===== src/rtl/if_stage.sv =====
// rtl/if_stage.sv - RISC-V instruction-fetch stage with IF/ID register (optional IF_MISALIGN_CHECK_EN)
module if_stage #(
    parameter int unsigned          NB_DATA    = 32,
    parameter int unsigned          NB_PC      = 32,
    parameter logic [NB_PC-1:0]     RESET_PC   = '0,
    parameter logic [NB_DATA-1:0]   NOP_INSTR  = 32'h00000013,
    parameter logic [NB_DATA-1:0]   HALT_INSTR = 32'hFFFFFFFF
) (
    input  logic                i_clk,
    input  logic                i_rst_n,
    input  logic                i_en,
    input  logic                i_stall,
    input  logic [1:0]          i_pcSrc,
    input  logic                i_flush,
    input  logic [NB_PC-1:0]    i_branch_target,
    input  logic [NB_PC-1:0]    i_jalr_target,
    input  logic [NB_DATA-1:0]  i_imem_data,
    output logic [NB_PC-1:0]    o_imem_addr,
    output logic [NB_PC-1:0]    o_pc,
    output logic [NB_PC-1:0]    o_pc4,
    output logic [NB_DATA-1:0]  o_instr,
    output logic                o_valid,
    output logic                o_halted,
    output logic                o_misaligned
);

    typedef enum logic [1:0] {
        ST_BOOT = 2'd0,
        ST_RUN  = 2'd1,
        ST_HALT = 2'd2
    } state_t;

    state_t             state;
    logic [NB_PC-1:0]   pc_q;
    logic [NB_PC-1:0]   pc_plus4;
    logic [NB_PC-1:0]   flush_target;

    // Fetch address is the PC flop itself, no logic in between
    assign o_imem_addr = pc_q;

    // Redirect target selection; reserved pcSrc falls back to sequential fetch
    always_comb begin
        pc_plus4     = pc_q + NB_PC'(4);
        flush_target = pc_plus4;
        case (i_pcSrc)
            2'b01:   flush_target = i_branch_target;
            2'b10:   flush_target = {i_jalr_target[NB_PC-1:1], 1'b0};
            default: flush_target = pc_plus4;
        endcase
    end

`ifndef IF_MISALIGN_CHECK_EN
    assign o_misaligned = 1'b0;
`endif

    // PC, IF/ID register and fetch FSM; enable freezes everything, then flush, stall, state
    always_ff @(posedge i_clk or negedge i_rst_n) begin
        if (!i_rst_n) begin
            state    <= ST_BOOT;
            pc_q     <= RESET_PC;
            o_pc     <= '0;
            o_pc4    <= '0;
            o_instr  <= NOP_INSTR;
            o_valid  <= 1'b0;
            o_halted <= 1'b0;
`ifdef IF_MISALIGN_CHECK_EN
            o_misaligned <= 1'b0;
`endif
        end else if (i_en) begin
            if (i_flush) begin
                pc_q    <= flush_target;
                o_pc    <= '0;
                o_pc4   <= '0;
                o_instr <= NOP_INSTR;
                o_valid <= 1'b0;
`ifdef IF_MISALIGN_CHECK_EN
                // A misaligned redirect is fatal: park in HALT until reset
                if (o_misaligned || (flush_target[1:0] != 2'b00)) begin
                    o_misaligned <= 1'b1;
                    state        <= ST_HALT;
                    o_halted     <= 1'b1;
                end else begin
                    state    <= ST_RUN;
                    o_halted <= 1'b0;
                end
`else
                state    <= ST_RUN;
                o_halted <= 1'b0;
`endif
            end else if (!i_stall) begin
                case (state)
                    ST_RUN: begin
                        o_pc    <= pc_q;
                        o_pc4   <= pc_plus4;
                        o_instr <= i_imem_data;
                        o_valid <= 1'b1;
                        // HALT still drains downstream; only the PC stops
                        if (i_imem_data == HALT_INSTR) begin
                            state    <= ST_HALT;
                            o_halted <= 1'b1;
                        end else begin
                            pc_q <= pc_plus4;
                        end
                    end
                    default: begin
                        o_pc    <= '0;
                        o_pc4   <= '0;
                        o_instr <= NOP_INSTR;
                        o_valid <= 1'b0;
                        if (state == ST_BOOT) begin
                            state <= ST_RUN;
                        end
                    end
                endcase
            end
        end
    end

endmodule


===== config.mk =====
export PLATFORM = sky130hd
export DESIGN_NAME = if_stage
export DESIGN_NICKNAME = d
export VERILOG_FILES = /design/src/rtl/if_stage.sv
export SDC_FILE = /design/constraint.sdc
export NUM_CORES = 1
export LEC_CHECK = 0
export CAP_MARGIN = 20
export CORE_UTILIZATION = 45
export CTS_CLUSTER_DIAMETER = 60
export DETAILED_ROUTE_END_ITERATION = 7
export GPL_ROUTABILITY_DRIVEN = 0
export HOLD_SLACK_MARGIN = 0.05
export PLACE_DENSITY = 0.88
export SLEW_MARGIN = 20
export SYNTH_ARGS = -nofsm -noshare
export SYNTH_HDL_FRONTEND = slang
export SYNTH_SLANG_ARGS = --single-unit

===== constraint.sdc =====
create_clock -name i_clk -period 2.21 [get_ports i_clk]
set_input_delay 0.3315 -clock i_clk [delete_from_list [all_inputs] [get_ports i_clk]]
set_output_delay 0.3315 -clock i_clk [all_outputs]
set_load 0.005 [all_outputs]

==> impl_metrics.csv <==
group,metric,value,unit
status,status,"completed",
global_routing,grt-ovfl-total,0,
placement,hpwlAfterDp,15.2,mm
synth,ys_seq_area_share,51.1,%
clock_network,post_cts_buffers,0,
timing,setup_violations,0,
finish,area_growth,55.7,%
placement,io_buffers,231,
synth,ys_seq_elements,130,
routing,vias,6381,
worst_setup_path,worst-path-max-fanout,14,
synth,async_reset_ff_share,100,%
clock_network,clk_pin_slew_worst_paths,0.06,ns
synth,synth_top_family_by_area,"compound AO/OA/AOI/OAI gates",
synth,ys_types,54,
routing,route.final.wire_length,21.4,mm
synth,synthMuxAreaShare,0.177,%
synth,synth_adder_area_share,0.589,%
timing,slew_viol_final,0,
routing,ant_nets,0,
synth,synth_edf_count,0,
routing,wl_per_cell,20.1,um
synth,netlist_area,6370,um2
worst_setup_path,start_kind,"primary input",
synth,netlist_instances,617,
timing,max_freq,0.486,GHz
placement,dp.cells,1034,
synth,yosys.area_share.xor_xnor,3.71,%
timing,grt_setup_unrepaired,"false",
synth,synth_compound_gate_area_share,25.3,%
run,cap_violations,0,
pwr,p_leak,4.15,nW
timing,clock_skew,0.0104,ns
placement,postPlaceCellArea,9280,um2
finish,diodes,0,
synth,synth_area_per_cell,10.3,um2
clock_network,cts_resized,0,
floorplanning,dieArea,14600,um2
clock_network,clock_latency,0.43,ns
pwr,peakVddDrop,0.655,mV
timing,worstMarginPinSlew,0.635,ns
finish,multi_input_comb_area,2820,um2
timing,relSlewSlack,57.3,%
floorplanning,start_util,46.1,%
routing,drtIter0Drc,533,
timing,fin_crit,2.06,ns
pwr,p_per_area,935,nW/um2
global_routing,grt_pass1_wl,33.5,mm
global_routing,grt_start_max_net_pins,61,
finish,finalNetCount,980,
finish,instances_no_fill,1067,
synth,synth-simple-area-share,14.0,%
finish,final_area,9920,um2
worst_setup_path,worstPathRequired,2.50,ns
routing,first_pass_iters,6,
worst_setup_path,endpoint_kind,"register",
floorplanning,std_cell_rows,43,
clock_network,root_buffer,"clkbuf_16",
synth,ys.flop_type,"dfrtp_1",
clock_network,cts_tree,"built",
routing,via_per_inst,5.98,
clock_network,clock_path_buffers,2,
timing,hold_violations,0,
routing,drc_errors,0,
worst_hold_path,hp-class,"primary input to asynchronous set/reset pin",
timing,min_period_over_period,93.1,%
synth,yosys_warnings,0,
global_routing,grtUsageTotal,30.1,%
finish,drive_gt1_share,14.2,%
finish,fillers,979,
clock_network,cts_made_buffers,17,
pwr,power.total,9.28,mW
floorplanning,io_pins,234,
clock_network,holdBufCountCts,1,
clock_network,cts_sinks,130,
global_routing,antenna_found_initial,0,
floorplanning,die_y,121,um
clock_network,cts-htree-levels,4,
floorplanning,die_width,121,um
worst_setup_path,path_class,"primary input to register",
global_routing,grt_pass1_vias,6313,
floorplanning,core-area,13800,um2
synth,synth.net_count,723,
worst_setup_path,cp.arrival,2.35,ns
finish,layout.area.seq,3260,um2
==> critical path, stage by stage <==
cell	delay (ns)
clkdlybuf4s50_1	0.52
nand4_1	0.11
nor4_1	0.38
buf_4	0.18
a211o_1	0.20
and2_1	0.25
buf_4	0.25
o221ai_1	0.13
==> synthesized netlist by cell type, types with 6 or more instances <==
master / n / area (um2)
a21oi_1: 24 / 120
a221oi_1: 19 / 166
a22o_1: 57 / 499
a22oi_1: 12 / 90.1
a31oi_1: 15 / 93.8
and4_1: 7 / 61.3
buf_2: 18 / 90.1
clkbuf_1: 41 / 154
dfrtp_1: 127 / 3180
inv_1: 11 / 41.3
nand2_1: 61 / 229
nand3_1: 15 / 75.1
nand4_1: 18 / 113
nor2_1: 26 / 97.6
nor3_2: 6 / 60.1
o21ai_1: 38 / 190
o221ai_1: 7 / 61.3
o22a_1: 18 / 158
xnor2_1: 21 / 184
xor2_1: 6 / 52.6
==> layout by cell type, fill, tap and decap left out, types with 19 or more instances in the layout <==
master,instances
dfrtp_1,127
a22o_1,57
a221oi_1,19
o21ai_1,38
buf_4,62
clkdlybuf4s50_1,230
a21oi_1,24
nor2_1,25
xnor2_1,21
nand2_1,61
==> layout make-up <==
type / instances / share of cell area, %
inverter: 12 / 0.454
clock buffer: 21 / 4.84
sequential: 130 / 32.8
clock inverter: 11 / 1.53
tap: 180 / 2.27
timing repair buffer: 302 / 29.7
multi-input combinational: 411 / 28.4
==> registers in the layout, indices dropped and copies added, names as in the netlist <==
| signal | cells |
|---|---|
| o_halted | 1 |
| o_pc | 32 |
| o_instr | 32 |
| o_pc4 | 30 |
| o_valid | 1 |
| o_imem_addr | 32 |
| state | 2 |
==> power breakdown <==
part           switching, mW  internal (mW)
clock network           1.09           1.90
logic                   1.35           1.69
registers              0.400           2.85
total                   2.83           6.44
==> logic make-up (layout without fill, tap and decap cells) <==
kind of cell             count (synthesis)  count (layout)
XOR/XNOR                                27              27
adder cells (fa/ha/maj)                  3               3
other                                    1               1
buffers and inverters                   76             346
AND/OR/NAND/NOR                        161             161
multiplexers                             1               1
AO/OA/AOI/OAI                          218             218
flip-flops                             130             130
==> per-layer routing <==
metal  wire length [um]  GRT usage (%)  up-vias  share of wire, %
met2              10500           48.1      330                49
met3               1560           6.91       60               7.3
met4                670           14.1        0               3.1
li1                   -              -     2844                 -
met1               8660           38.7     3147                40
met5                  0              0        -                 0
==> final timing paths <==
| path | to | slack, ns | startpoint | cells past startpoint |
|---|---|---|---|---|
| setup reg to reg | o_imem_addr[28] | 0.19 | o_imem_addr[3] | 6 |
| min in group i_clk | o_imem_addr[0] | 0.46 | i_branch_target[0] | 3 |
| setup / recovery | o_imem_addr[19] | 0.15 | i_imem_data[15] | 8 |
| hold / removal | o_imem_addr[0] | 0.45 | i_rst_n | 2 |
| hold reg to reg | o_pc[2] | 0.48 | o_pc[2] | 2 |
| max in group asynchronous | o_pc[31] | 1.09 | i_rst_n | 3 |
==> per-stage QoR <==
stage	worst slack, ns	setup TNS, ns	hold slack [ns]	utilization [%]
6_report	0.151	0	0.448	71.7
5_1_grt	0.0770	0	0.469	71.7
4_1_cts	0.137	0	0.453	71.7
3_5_place_dp	-0.263	-6.35	0.361	67.1
3_3_place_gp	-0.307	-13.46	0.347	67.0
2_1_floorplan	0.302	0	0.0359	-
No activity file was read; power rests on OpenSTA's default activity.
